**src/rtl/ctrl_pkg.sv**
```systemverilog
// Shared types and constants for the control sequencer: state encoding,
// opcode values, op classes and Rin/Rout index map.
package ctrl_pkg;

    typedef enum logic [3:0] {
        S_IDLE = 4'd0,
        S_T0   = 4'd1,
        S_T1   = 4'd2,
        S_T2   = 4'd3,
        S_T3   = 4'd4,
        S_T4   = 4'd5,
        S_T5   = 4'd6,
        S_T6   = 4'd7,
        S_HALT = 4'd8
    } state_e;

    typedef enum logic [2:0] {
        CLS_RTYPE,
        CLS_IMM,
        CLS_MULDIV,
        CLS_NOP,
        CLS_HALT
    } op_class_e;

    localparam logic [4:0] OP_RTYPE_MAX = 5'b00111;
    localparam logic [4:0] OP_ADDI      = 5'b01000;
    localparam logic [4:0] OP_MUL       = 5'b01111;
    localparam logic [4:0] OP_DIV       = 5'b10000;
    localparam logic [4:0] OP_NOP       = 5'b11010;
    localparam logic [4:0] OP_HALT      = 5'b11011;

    localparam logic [4:0] IDX_HI     = 5'd16;
    localparam logic [4:0] IDX_LO     = 5'd17;
    localparam logic [4:0] IDX_ZHIGH  = 5'd18;
    localparam logic [4:0] IDX_ZLOW   = 5'd19;
    localparam logic [4:0] IDX_PC     = 5'd20;
    localparam logic [4:0] IDX_MDR    = 5'd21;
    localparam logic [4:0] IDX_INPORT = 5'd22;
    localparam logic [4:0] IDX_C      = 5'd23;

    function automatic logic [23:0] onehot(input logic [4:0] idx);
        return 24'(1) << idx;
    endfunction

endpackage

```
**src/rtl/control_sequencer_if.sv**
```systemverilog
// Sequencer <-> datapath control bundle. master = sequencer side,
// slave = datapath side.
interface control_sequencer_if;
    logic        run;
    logic        mem_ready;
    logic [31:0] ir;
    logic [23:0] Rin;
    logic [23:0] Rout;
    logic        IRin;
    logic        MARin;
    logic        MDRread;
    logic        RYin;
    logic        RZin;
    logic        IncPC;
    logic [4:0]  alu_op;
    logic        halted;
    logic [3:0]  state;

    modport master (
        input  run, mem_ready, ir,
        output Rin, Rout, IRin, MARin, MDRread, RYin, RZin, IncPC,
               alu_op, halted, state
    );

    modport slave (
        output run, mem_ready, ir,
        input  Rin, Rout, IRin, MARin, MDRread, RYin, RZin, IncPC,
               alu_op, halted, state
    );
endinterface

```
**src/rtl/ctrl_decode.sv**
```systemverilog
// Instruction field decode: op class and register indices from the IR.
// Macro CTRL_SEQ_MULDIV_EN enables the mul/div class; otherwise they decode as nop.
module ctrl_decode
    import ctrl_pkg::*;
(
    input  logic [31:15] ir_hi,
    output op_class_e    op_class,
    output logic [4:0]   opcode,
    output logic [3:0]   ra,
    output logic [3:0]   rb,
    output logic [3:0]   rc
);

    always_comb begin
        opcode   = ir_hi[31:27];
        ra       = ir_hi[26:23];
        rb       = ir_hi[22:19];
        rc       = ir_hi[18:15];
        // Anything not recognised below executes as a nop.
        op_class = CLS_NOP;
        if (opcode <= OP_RTYPE_MAX) begin
            op_class = CLS_RTYPE;
        end else if (opcode == OP_ADDI) begin
            op_class = CLS_IMM;
        end else if (opcode == OP_HALT) begin
            op_class = CLS_HALT;
        end
`ifdef CTRL_SEQ_MULDIV_EN
        else if (opcode == OP_MUL || opcode == OP_DIV) begin
            op_class = CLS_MULDIV;
        end
`endif
    end

endmodule

```
**src/rtl/control_sequencer.sv**
```systemverilog
// Hardwired control sequencer: fetch (T0-T2), decode/execute (T3-T6), HALT.
// Macro CTRL_SEQ_MULDIV_EN enables the mul/div path through T6.
module control_sequencer
    import ctrl_pkg::*;
(
    input  logic                       clock,
    input  logic                       clear,
    control_sequencer_if.master        bus
);

    state_e     state_q, state_d;
    logic       t1_first_q, t1_first_d;
    op_class_e  op_class;
    logic [4:0] opcode;
    logic [3:0] ra, rb, rc;
    logic       unused_ir_low;

    assign unused_ir_low = ^bus.ir[14:0];

    ctrl_decode u_decode (
        .ir_hi    (bus.ir[31:15]),
        .op_class (op_class),
        .opcode   (opcode),
        .ra       (ra),
        .rb       (rb),
        .rc       (rc)
    );

    // NOTE: sequential state uses non-blocking assignments; clear is synchronous.
    always_ff @(posedge clock) begin
        if (clear) begin
            state_q    <= S_IDLE;
            t1_first_q <= 1'b0;
        end else begin
            state_q    <= state_d;
            t1_first_q <= t1_first_d;
        end
    end

    always_comb begin
        state_d    = state_q;
        // T1 is only ever entered from T0, so this marks its first cycle.
        t1_first_d = (state_q == S_T0);
        case (state_q)
            S_IDLE: if (bus.run) state_d = S_T0;
            S_T0:   state_d = S_T1;
            S_T1:   if (bus.mem_ready) state_d = S_T2;
            S_T2:   state_d = S_T3;
            S_T3: begin
                case (op_class)
                    CLS_HALT: state_d = S_HALT;
                    CLS_NOP:  state_d = S_T0;
                    default:  state_d = S_T4;
                endcase
            end
            S_T4:   state_d = S_T5;
            S_T5: begin
                if (op_class == CLS_MULDIV) state_d = S_T6;
                else                        state_d = bus.run ? S_T0 : S_IDLE;
            end
            S_T6:   state_d = bus.run ? S_T0 : S_IDLE;
            S_HALT: state_d = S_HALT;
            default: state_d = S_IDLE;
        endcase
    end

    // NOTE: every output gets a default first so no path can infer a latch.
    always_comb begin
        bus.Rin     = '0;
        bus.Rout    = '0;
        bus.IRin    = 1'b0;
        bus.MARin   = 1'b0;
        bus.MDRread = 1'b0;
        bus.RYin    = 1'b0;
        bus.RZin    = 1'b0;
        bus.IncPC   = 1'b0;
        bus.alu_op  = '0;
        bus.halted  = 1'b0;
        case (state_q)
            S_T0: begin
                bus.Rout  = onehot(IDX_PC);
                bus.MARin = 1'b1;
                bus.IncPC = 1'b1;
                bus.RZin  = 1'b1;
            end
            S_T1: begin
                bus.Rout    = onehot(IDX_ZLOW);
                bus.MDRread = 1'b1;
                // PC load wins the first T1 cycle so Rin stays one-hot;
                // the MDR load enable covers the remaining wait cycles.
                bus.Rin     = t1_first_q ? onehot(IDX_PC) : onehot(IDX_MDR);
            end
            S_T2: begin
                bus.Rout = onehot(IDX_MDR);
                bus.IRin = 1'b1;
            end
            S_T3: begin
                if (op_class inside {CLS_RTYPE, CLS_IMM, CLS_MULDIV}) begin
                    bus.Rout = onehot({1'b0, rb});
                    bus.RYin = 1'b1;
                end
            end
            S_T4: begin
                bus.alu_op = opcode;
                bus.RZin   = 1'b1;
                case (op_class)
                    CLS_RTYPE:  bus.Rout = onehot({1'b0, rc});
                    CLS_IMM:    bus.Rout = onehot(IDX_C);
                    CLS_MULDIV: bus.Rout = onehot({1'b0, ra});
                    default:    bus.Rout = '0;
                endcase
            end
            S_T5: begin
                bus.Rout = onehot(IDX_ZLOW);
                bus.Rin  = (op_class == CLS_MULDIV) ? onehot(IDX_LO) : onehot({1'b0, ra});
            end
            S_T6: begin
                bus.Rout = onehot(IDX_ZHIGH);
                bus.Rin  = onehot(IDX_HI);
            end
            S_HALT: bus.halted = 1'b1;
            default: ;
        endcase
    end

    assign bus.state = state_q;

endmodule

```
**src/flat_wrapper.sv**
```systemverilog
// flat-port wrapper written by rule: the top's interface ports become plain ports
module control_sequencer_flat import ctrl_pkg::*;
  (clock, clear, bus_run, bus_mem_ready, bus_ir, bus_Rin, bus_Rout, bus_IRin, bus_MARin, bus_MDRread, bus_RYin, bus_RZin, bus_IncPC, bus_alu_op, bus_halted, bus_state);
  control_sequencer_if bus_i ();
  input  logic clock;
  input  logic clear;
  input wire logic [$bits(bus_i.run)-1:0] bus_run;
  input wire logic [$bits(bus_i.mem_ready)-1:0] bus_mem_ready;
  input wire logic [$bits(bus_i.ir)-1:0] bus_ir;
  output wire logic [$bits(bus_i.Rin)-1:0] bus_Rin;
  output wire logic [$bits(bus_i.Rout)-1:0] bus_Rout;
  output wire logic [$bits(bus_i.IRin)-1:0] bus_IRin;
  output wire logic [$bits(bus_i.MARin)-1:0] bus_MARin;
  output wire logic [$bits(bus_i.MDRread)-1:0] bus_MDRread;
  output wire logic [$bits(bus_i.RYin)-1:0] bus_RYin;
  output wire logic [$bits(bus_i.RZin)-1:0] bus_RZin;
  output wire logic [$bits(bus_i.IncPC)-1:0] bus_IncPC;
  output wire logic [$bits(bus_i.alu_op)-1:0] bus_alu_op;
  output wire logic [$bits(bus_i.halted)-1:0] bus_halted;
  output wire logic [$bits(bus_i.state)-1:0] bus_state;
  assign bus_i.run = bus_run;
  assign bus_i.mem_ready = bus_mem_ready;
  assign bus_i.ir = bus_ir;
  assign bus_Rin = bus_i.Rin;
  assign bus_Rout = bus_i.Rout;
  assign bus_IRin = bus_i.IRin;
  assign bus_MARin = bus_i.MARin;
  assign bus_MDRread = bus_i.MDRread;
  assign bus_RYin = bus_i.RYin;
  assign bus_RZin = bus_i.RZin;
  assign bus_IncPC = bus_i.IncPC;
  assign bus_alu_op = bus_i.alu_op;
  assign bus_halted = bus_i.halted;
  assign bus_state = bus_i.state;
  control_sequencer u_core (.clock(clock), .clear(clear), .bus(bus_i));
endmodule
```
**config.mk**
```make
export PLATFORM = sky130hd
export DESIGN_NAME = control_sequencer_flat
export DESIGN_NICKNAME = d
export VERILOG_FILES = /design/src/rtl/ctrl_pkg.sv /design/src/rtl/control_sequencer_if.sv /design/src/rtl/ctrl_decode.sv /design/src/rtl/control_sequencer.sv /design/src/flat_wrapper.sv
export SDC_FILE = /design/constraint.sdc
export NUM_CORES = 1
export LEC_CHECK = 0
export CELL_PAD_IN_SITES_DETAIL_PLACEMENT = 1
export CELL_PAD_IN_SITES_GLOBAL_PLACEMENT = 2
export CORE_AREA = 2 2 90 100
export CTS_CLUSTER_DIAMETER = 150
export DETAILED_ROUTE_END_ITERATION = 8
export DIE_AREA = 0 0 92 102
export PLACE_DENSITY_LB_ADDON = 0.1
export SYNTH_ARGS = -nofsm -noshare
export SYNTH_HDL_FRONTEND = slang
export SYNTH_HIERARCHICAL = 1
export SYNTH_SLANG_ARGS = --single-unit
```
**constraint.sdc**
```tcl
create_clock -name clock -period 5.8 [get_ports clock]
set_clock_uncertainty 0.1 [all_clocks]
set_input_delay 1.74 -clock clock [delete_from_list [all_inputs] [get_ports clock]]
set_output_delay 1.74 -clock clock [all_outputs]
set_load 0.01 [all_outputs]
```
# Yosys cells after proc, flatten, opt, wreduce, memory -nomap -nowiden
# Index checks and enable logic that the tools add are counted.
# word_totals
ff_bits,5
elab_cells,51
# classes
order_cmp,1
n_eq_ne,16
reduce_logical,6
muxes,23
shift,3
# ops
operator,count
one-hot mux 24 bit (3 select lines),2
one-hot mux 24 bit (6 select lines),1
left shift 1 x 4 -> 24 bit (first input constant),3
2-to-1 mux 24 bit,2
one-hot mux 4 bit (9 select lines),1
2-to-1 mux 22 bit,1
== test 4 x 3 -> 1 bit (second input constant),4
2-to-1 mux 4 bit,3
2-to-1 mux 3 bit,3
== test 4 x 2 -> 1 bit (second input constant),2
2-to-1 mux 1 bit,8
one-hot mux 4 bit (2 select lines),1
== test 3 x 2 -> 1 bit (second input constant),2
== test 5 x 4 -> 1 bit (second input constant),1
== test 5 bit (second input constant),1
<= comparator 5 x 3 -> 1 bit (second input constant),1
2-to-1 mux 5 bit,1
== test 4 x 1 -> 1 bit (second input constant),1
== test 4 bit (second input constant),1
zero test 4 bit,1
inequality test 2 bit (second input constant),2
OR reduction 2 bit,2
== test 3 x 1 -> 1 bit (second input constant),1
== test 3 bit (second input constant),1
other kinds (3),3

# Depth between registers and ports, before layout
# Gate-level depths: netlist of run 1.
# depth
ltp_word,8
mapped_depth,8
mapped_depth_nobuf,7

# Cells and area by module
# The synthesis of run 1 kept the hierarchy.
# modules_own_cells
module,cells_per_inst,area_per_inst_um2,n_inst
control_sequencer,166,1069.8,1
ctrl_decode,23,158.9,1

# Worst setup path after synthesis of run 1
# Ideal clock, no wire load.
# synth_path
path_type,input port to output port
startpoint,input port bus_ir[28]
endpoint,output port bus_Rout[6]
t_arrival_ns,3.650
stages,8
path_buffers,1
setup_slack_ns,0.310
cell_sequence,nand4_1 -> nor2_2 -> nor3_1 -> or3b_2 -> clkbuf_1 -> nor2_1 -> a22oi_1 -> o21ai_0
# synth_between
elab_chain_len,8
# synth_rtl
item,line,source
start: declaration,flat_wrapper.sv:9,input wire logic [$bits(bus_i.ir)-1:0] bus_ir;
== test 5 bit,ctrl_decode.sv:25,end else if (opcode == OP_HALT) begin
2-to-1 mux 3 bit,ctrl_decode.sv:25,
2-to-1 mux 3 bit,ctrl_decode.sv:23,end else if (opcode == OP_ADDI) begin
2-to-1 mux 3 bit (*),ctrl_decode.sv:21,if (opcode <= OP_RTYPE_MAX) begin
net u_core.op_class[2],control_sequencer.sv:13,op_class_e op_class;
"== test 3 x 1 -> 1 bit, or another cell as far along","control_sequencer.sv:98, control_sequencer.sv:106",
nonzero test 3 bit,control_sequencer.sv:98,"if (op_class inside {CLS_RTYPE, CLS_IMM, CLS_MULDIV}) begin"
2-to-1 mux 24 bit,control_sequencer.sv:98,
one-hot mux 24 bit (6 select lines) (*),control_sequencer.sv:79,case (state_q)
end: declaration,flat_wrapper.sv:11,output wire logic [$bits(bus_i.Rout)-1:0] bus_Rout;
# The timed path passes the listed nets; every way through them passes the cells marked *.

# Worst setup path in the final report of run 1
# Ends and elaborated chain as after synthesis.

==> impl_metrics.yaml, run 1 <==
job:
  max-cap-violations: 0
critical_path:
  setup.worst_path.start_class: "primary input"
  critical_path.most_common_cell: "buf_4"
  cpLargestDelayFamily: "simple AND/OR/NAND/NOR gates"
  cp_data_arrival_time_ns: 3.87
  crit_path_cell_trace: "dlygate4sd2_1 -> nand4_1 -> nor2_4 -> buf_4 -> buf_4 -> a21o_1 -> or4_4 -> or4_1 -> o21ai_1 -> buf_2"
  critical_path.max_stage_delay_ns: 0.48
  critical_path_required_ns: 3.96
  number_of_buffers_and_inverters_on_the_critical_path: 4
  critical_path.endpoint_type: "output pin"
  critical_path.max_fanout: 5
  crit_type: "in -> out"
  cpMaxStageDelayCell: "or4_1"
sta:
  hold-worst-slack_ns: 0.538
  drv_slew: 0
  min_period_over_period_pct: 98.5
  layout_setup_ws_ns: 0.0892
  timing.max_slew.rel_slack_pct: 63.9
  final.min_clock_period_ns: 5.71
  fmax_ghz: 0.175
  tns_ns: 0
  timing_hold_violations_final: 0
  setup_violations: 0
  worstMarginPinSlew_ns: 0.534
power_and_ir_drop:
  p_leak_nw: 1.01
  power_frac_comb_pct: 46.3
  pwr_density_cell_nw_per_um2: 92.8
  clock_power_share_pct: 31.8
  total_power_mw: 0.206
  sw_frac_of_total_pct: 35.2
  switching_power_mw: 0.0725
  register_share_of_total_power_pct: 21.9
  vdd_drop_max_mv: 0.0526
  intPower_mw: 0.134
synth:
  ys_seq_area_share_pct: 8.15
  synth_async_sr_flop_share_pct: 0
  synth-edff-count: 0
  synth_fa_ha_area_share_pct: 0
  ys_warn_count: 6
  dominantRegCellSynth: "dfxtp_1"
  synth_area_um2: 1230
  synth-compound-area-share_pct: 27.1
  synth.area.mux_share_pct: 0
  synth_simple_gate_area_share_pct: 43.8
  synth_xor_area_share_pct: 0.713
  synthesis.area_per_instance_um2: 6.50
  register_bit_total_from_synthesis: 5
  syn_inst: 189
  synth_top_family_by_area: "simple AND/OR/NAND/NOR gates"
  yosys.cell_types.count: 42
floorplan:
  fp.coreArea_um2: 8320
  die_width_um: 92
  floorplan.initialDensity_pct: 14.8
  area_of_the_die_um2: 9380
  top_level_ports: 100
  core.rowCount: 35
  dieHeight_um: 102
final_layout:
  mostFrequentLayoutCells: "41 x clkdlybuf4s50_1, 30 x nor2_1, 22 x buf_4"
  nets: 301
  num-fill-cells: 1028
  fin_area_um2: 2220
  layout.cells.most_common: "clkdlybuf4s50_1"
  multiInputGateArea_um2: 1020
  layout-drive-gt1-share_pct: 25.4
  register_area_um2: 100
  area_growth_pct: 80.9
  antenna_cells: 0
clock_tree:
  clkLatencyLatePin_ns: 0.22
  cts-htree-levels: 1
  cts_inserted_buffers: 3
  cts_root_buffer: "clkbuf_8"
  clkSinkCount: 5
  clkTransAtPathRegs_ns: 0.04
  post_cts_hold_buffer_count: 0
  cts_tree: "done"
  clock_tree.buffer_depth: 2
global_route:
  grt_pass1_vias: 1584
  initial_antenna_violation_count: 0
  overall_global_routing_usage_pct: 10.7
  grt_first_pass_wirelength_um: 8220
  grt_start_max_net_pins: 17
  grt.overflow.total: 0
detailed_routing:
  via_count: 1634
  first_iter_violations: 88
  remaining_drc_errors: 0
  route.antenna.remaining_nets: 0
  dr.pass1.iters: 4
  wirelength_um: 5160
  via_per_inst: 4.36
  drt-wirelength-per-cell_um: 13.8
placed_design:
  pre_cts_ws_ns: -0.564
  globalplace.congestion: 0.775
  hpwl_after_detailed_placement_um: 4210
  buffer_ports.inserted: 77
  placedInstanceArea_um2: 2090
outcome:
  result_of_the_run: "complete, no violations"
worst_hold_path:
  hold_path.class: "reg -> reg"
==> cell type report <==
class                      count  area share [%]
tap                          111            6.25
multi-input combinational    153            45.8
inverter                       2           0.338
timing repair buffer         100            41.0
clock buffer                   4            2.03
sequential                     5            4.50
==> worst reg2reg max path: stages (launching register included) <==
cell and delay, ns:
dfxtp_1 0.63, a211oi_1 0.14, or2_2 0.30, a21oi_1 0.25, a21boi_0 0.20
==> logic make-up after synthesis <==
family          after synthesis
simple gates                100
compound gates               45
buf+inv                      37
flops                         5
xor+xnor                      1
other cells                   1
==> worst paths after layout <==
kind | to | slack, ns | start | depth (start not counted)
max | bus_Rout[6] | 0.09 | bus_ir[28] | 10
min | u_core/bus.state[1] | 0.54 | u_core/bus.state[3] | 2
max reg2reg | u_core/bus.state[2] | 4.11 | u_core/bus.state[1] | 4
min reg2reg | u_core/bus.state[1] | 0.54 | u_core/bus.state[3] | 2
==> power by group through the flow <==
stage / logic (mW) / clock network, mW / registers, mW
6_report: 0.0954 / 0.0656 / 0.0451
2_1_floorplan: 0.0606 / 0 / 0.0411
5_1_grt: 0.105 / 0.0708 / 0.0458
3_3_place_gp: 0.0928 / 0 / 0.0461
3_5_place_dp: 0.0930 / 0 / 0.0456
4_1_cts: 0.0958 / 0.0666 / 0.0451
==> state kept, by name, summed over array words and instances, names as in the netlist <==
register	count
u_core/t1_first_q	1
u_core/bus.state	4
==> cell usage after synthesis, drive strengths merged, types with 2 or more instances <==
master   count  area share (%)
nor2        33              10
nor2b        8             4.1
nor4b        4             2.9
nand2       14             4.3
buf         28              17
o21a         2             1.2
a211oi       3             1.8
dfxtp        5             8.1
or4          2             1.5
a22oi        8             4.9
o22ai        7             3.6
or3          2             1.0
a32oi        5             3.6
a2bb2oi      2             1.4
and2         7             3.6
nor3         4             1.6
o32ai        8             5.7
or2          5             2.5
nor4         4             2.0
a21oi        5             2.0
inv          2            0.61
clkbuf       7             2.1
nand3b       2             1.2
nand2b      10             5.7
==> timing repair <==
action                                  4_1_cts  5_1_grt
gates resized for setup                      70       36
buffers inserted                              1        0
endpoints found under the setup margin       34       32
endpoints found under the hold margin         0        0
pin swaps                                     6        4
==> layer usage <==
layer | up-vias | global-route usage (%) | part of all wire [%]
li1 | 806 | - | -
met1 | 758 | 15.4 | 48
met2 | 66 | 16.4 | 44
met3 | 4 | 2.58 | 7.4
met4 | 0 | 2.18 | 0.99
met5 | - | 0 | 0
==> metrics by stage <==
step / cells / utilization, %
floorplan: 195 / -
global placement: 370 / 25.1
detailed placement: 370 / 25.1
CTS: 375 / 26.4
global route: 375 / 26.7
finish: 375 / 26.7
Note: power is estimated with default switching activity, not from simulation.
==> run 2, diff against run 1 <==
--- a/config.mk
+++ b/config.mk
@@ -7,12 +7,11 @@
 export LEC_CHECK = 0
 export CELL_PAD_IN_SITES_DETAIL_PLACEMENT = 1
 export CELL_PAD_IN_SITES_GLOBAL_PLACEMENT = 2
-export CORE_AREA = 2 2 90 100
+export CORE_AREA = 2 2 86 96
 export CTS_CLUSTER_DIAMETER = 150
 export DETAILED_ROUTE_END_ITERATION = 8
-export DIE_AREA = 0 0 92 102
+export DIE_AREA = 0 0 88 98
 export PLACE_DENSITY_LB_ADDON = 0.1
 export SYNTH_ARGS = -nofsm -noshare
 export SYNTH_HDL_FRONTEND = slang
-export SYNTH_HIERARCHICAL = 1
 export SYNTH_SLANG_ARGS = --single-unit
==> run 2 against run 1 <==
Against the previous run:
- die area shrank 8.1%
- first-iteration DRC count shrank 94%
- sequential power grew 4%
- sequential cell count is the same
- power shrank 6.8%
- highest routed layer unchanged
- clock-buffer cell count is the same
- clock power shrank 2%
- cell count shrank 17%
- critical path depth shrank 4
- area after synthesis shrank 27%
==> impl_metrics.yaml, run 2 <==
global_route:
  grt-busiest-layer: "met2"
  grt_pass1_vias: 1282
  grt_first_pass_wirelength_um: 6490
  routing_usage_on_met3_pct: 2.87
  overall_global_routing_usage_pct: 9.23
  grt_start_max_net_pins: 17
  initial_antenna_violation_count: 0
  global_route.usage.met1_pct: 11.3
  globalRouteMet2Util_pct: 16.4
  grt.overflow.total: 0
clock_tree:
  clkTransAtPathRegs_ns: 0.04
  cts_inserted_buffers: 3
  clkSinkCount: 5
  clkLatencyLatePin_ns: 0.22
  cts_root_buffer: "clkbuf_8"
  cts-htree-levels: 1
  cts_setup_buffers: 0
  clock_tree.buffer_depth: 2
  cts_tree: "done"
floorplan:
  core.rowCount: 34
  floorplan.initialDensity_pct: 11.7
  area_of_the_die_um2: 8620
  fp.coreArea_um2: 7700
  die_width_um: 88
  top_level_ports: 100
  dieHeight_um: 98
detailed_routing:
  drt-wirelength-per-cell_um: 12.9
  dr.pass1.iters: 2
  first_iter_violations: 5
  wirelength_um: 4000
  remaining_drc_errors: 0
  via_per_inst: 3.95
  route.antenna.remaining_nets: 0
  via_count: 1227
critical_path:
  crit_type: "in -> out"
  critical_path.max_stage_delay_ns: 0.61
  cp_data_arrival_time_ns: 3.77
  critical_path.most_common_cell: "clkdlybuf4s50_1"
  critical_path_required_ns: 3.96
  critical_path.endpoint_type: "output pin"
  cpMaxStageDelayCell: "clkdlybuf4s50_1"
  setup.worst_path.start_class: "primary input"
  crit_path_cell_trace: "clkdlybuf4s50_1 -> o31ai_1 -> buf_4 -> nand3_2 -> o32ai_1 -> clkdlybuf4s50_1"
  critical_path.max_fanout: 8
sta:
  grt_setup_unrepaired: "no"
  fmax_ghz: 0.178
  setup_violations: 0
  worstMarginPinSlew_ns: 0.562
  min_period_over_period_pct: 96.8
  tns_ns: 0
  hold-worst-slack_ns: 0.625
  timing.max_slew.rel_slack_pct: 62.5
  drv_slew: 0
  timing_hold_violations_final: 0
  final.min_clock_period_ns: 5.61
final_layout:
  number_of_flip_flops_under_the_largest_register_name: 4
  antenna_cells: 0
  area_growth_pct: 99.3
  layout-drive-gt1-share_pct: 7.39
  mostFrequentLayoutCells: "76 x clkdlybuf4s50_1, 22 x nor2_1, 12 x o22ai_1"
  nets: 240
  layout.cells.most_common: "clkdlybuf4s50_1"
placed_design:
  hpwl_after_detailed_placement_um: 3250
  buffer_ports.inserted: 76
  globalplace.congestion: 0.857
synth:
  synthesis.area_per_instance_um2: 6.92
  synth-edff-count: 0
  synth_area_um2: 900
  ys_warn_count: 0
  synth_most_common_cell: "nor2_1"
  synth_async_sr_flop_share_pct: 0
  dominantRegCellSynth: "dfxtp_1"
  synth_largest_area_cell: "dfxtp_1"
  yosys.cell_types.count: 45
  synthTopCellsByArea: "dfxtp_1 11%, buf_4 9.2%, nor2_1 9.2%"
  register_bit_total_from_synthesis: 5
  synth_common_cells: "22 x nor2_1, 12 x o22ai_1, 11 x buf_4"
  synth_top_area_share_pct: 11.1
  syn_inst: 130
  ys_seq_area_share_pct: 11.1
power_and_ir_drop:
  vdd_drop_max_mv: 0.0471
  pwr_density_cell_nw_per_um2: 107
  p_leak_nw: 0.603
outcome:
  result_of_the_run: "complete, no violations"
job:
  max-cap-violations: 0
worst_hold_path:
  hold_path.class: "reg -> reg"
## run 2: changes by cell type after synthesis, sizes merged, moves of 4 or more
cell and delta:
a21oi -4, a22oi -8, a32oi -5, buf -13, clkbuf -4, nand2 -10, nor2 -11, nor2b -8
o22ai +5, o32ai -4
## run 2: cell families after synthesis
group	count (synthesis)	share of synthesized area, %
AOI/OAI and AO/OA	25	20.0
xor gates and xnor gates	1	0.974
muxes	1	1.11
other	1	0.417
and+or+nand+nor	76	52.6
DFF	5	11.1
buffers and inverters	21	13.8
## run 2: repair_timing
item                                    4_1_cts  5_1_grt
hold buffers                                  0        0
endpoints found under the setup margin        0        2
resized for setup                             0        1
## run 2: per-layer routing
metal  share of wire, %  vias up
met3                8.5        2
met1                 43      561
li1                   -      608
met2                 49       56
met4               0.15        0
met5                  0        -
## run 2: report_power, final
group          internal (mW)  switching, mW  leakage, nW
combinational         0.0443         0.0368        0.539
sequential            0.0375        0.00921       0.0409
clock                 0.0472         0.0173       0.0228
total                  0.129         0.0632        0.603
## run 2: cell type report
cell class	count	area [um^2]
fill	938	5910
timing repair buffer	80	791
multi-input combinational	111	711
tap	108	135
sequential	5	100
clock buffer	4	45.0
inverter	3	11.3
## run 2: worst max-delay path: cells and delay by family
kind / cells / cell delay [ns]
AND/OR/NAND/NOR: 1 / 0.16
buffers and inverters: 3 / 1.26
AO/OA/AOI/OAI: 2 / 0.61
## run 2: path summary, 6_finish.rpt
path | startpoint | slack [ns] | end | cells past startpoint
hold / removal | u_core.bus.state[2] | 0.63 | u_core.t1_first_q | 1
hold reg to reg | u_core.bus.state[2] | 0.63 | u_core.t1_first_q | 1
setup reg to reg | u_core.bus.state[2] | 4.21 | u_core.bus.state[2] | 3
setup / recovery | bus_ir[29] | 0.19 | bus_Rout[2] | 6
## run 2: through the flow
| stage | utilization (%) | total power, mW | worst slack [ns] | cell area [um^2] | cells |
|---|---|---|---|---|---|
| floorplan | - | 0.0886 | 1.17 | 926 | 137 |
| global placement | 22.6 | 0.127 | 0.0933 | 1740 | 307 |
| detailed placement | 22.6 | 0.128 | 0.108 | 1740 | 307 |
| CTS | 23.2 | 0.195 | 0.0889 | 1780 | 311 |
| global route | 23.3 | 0.208 | 0.00482 | 1790 | 311 |
| finish | 23.3 | 0.192 | 0.187 | 1790 | 311 |
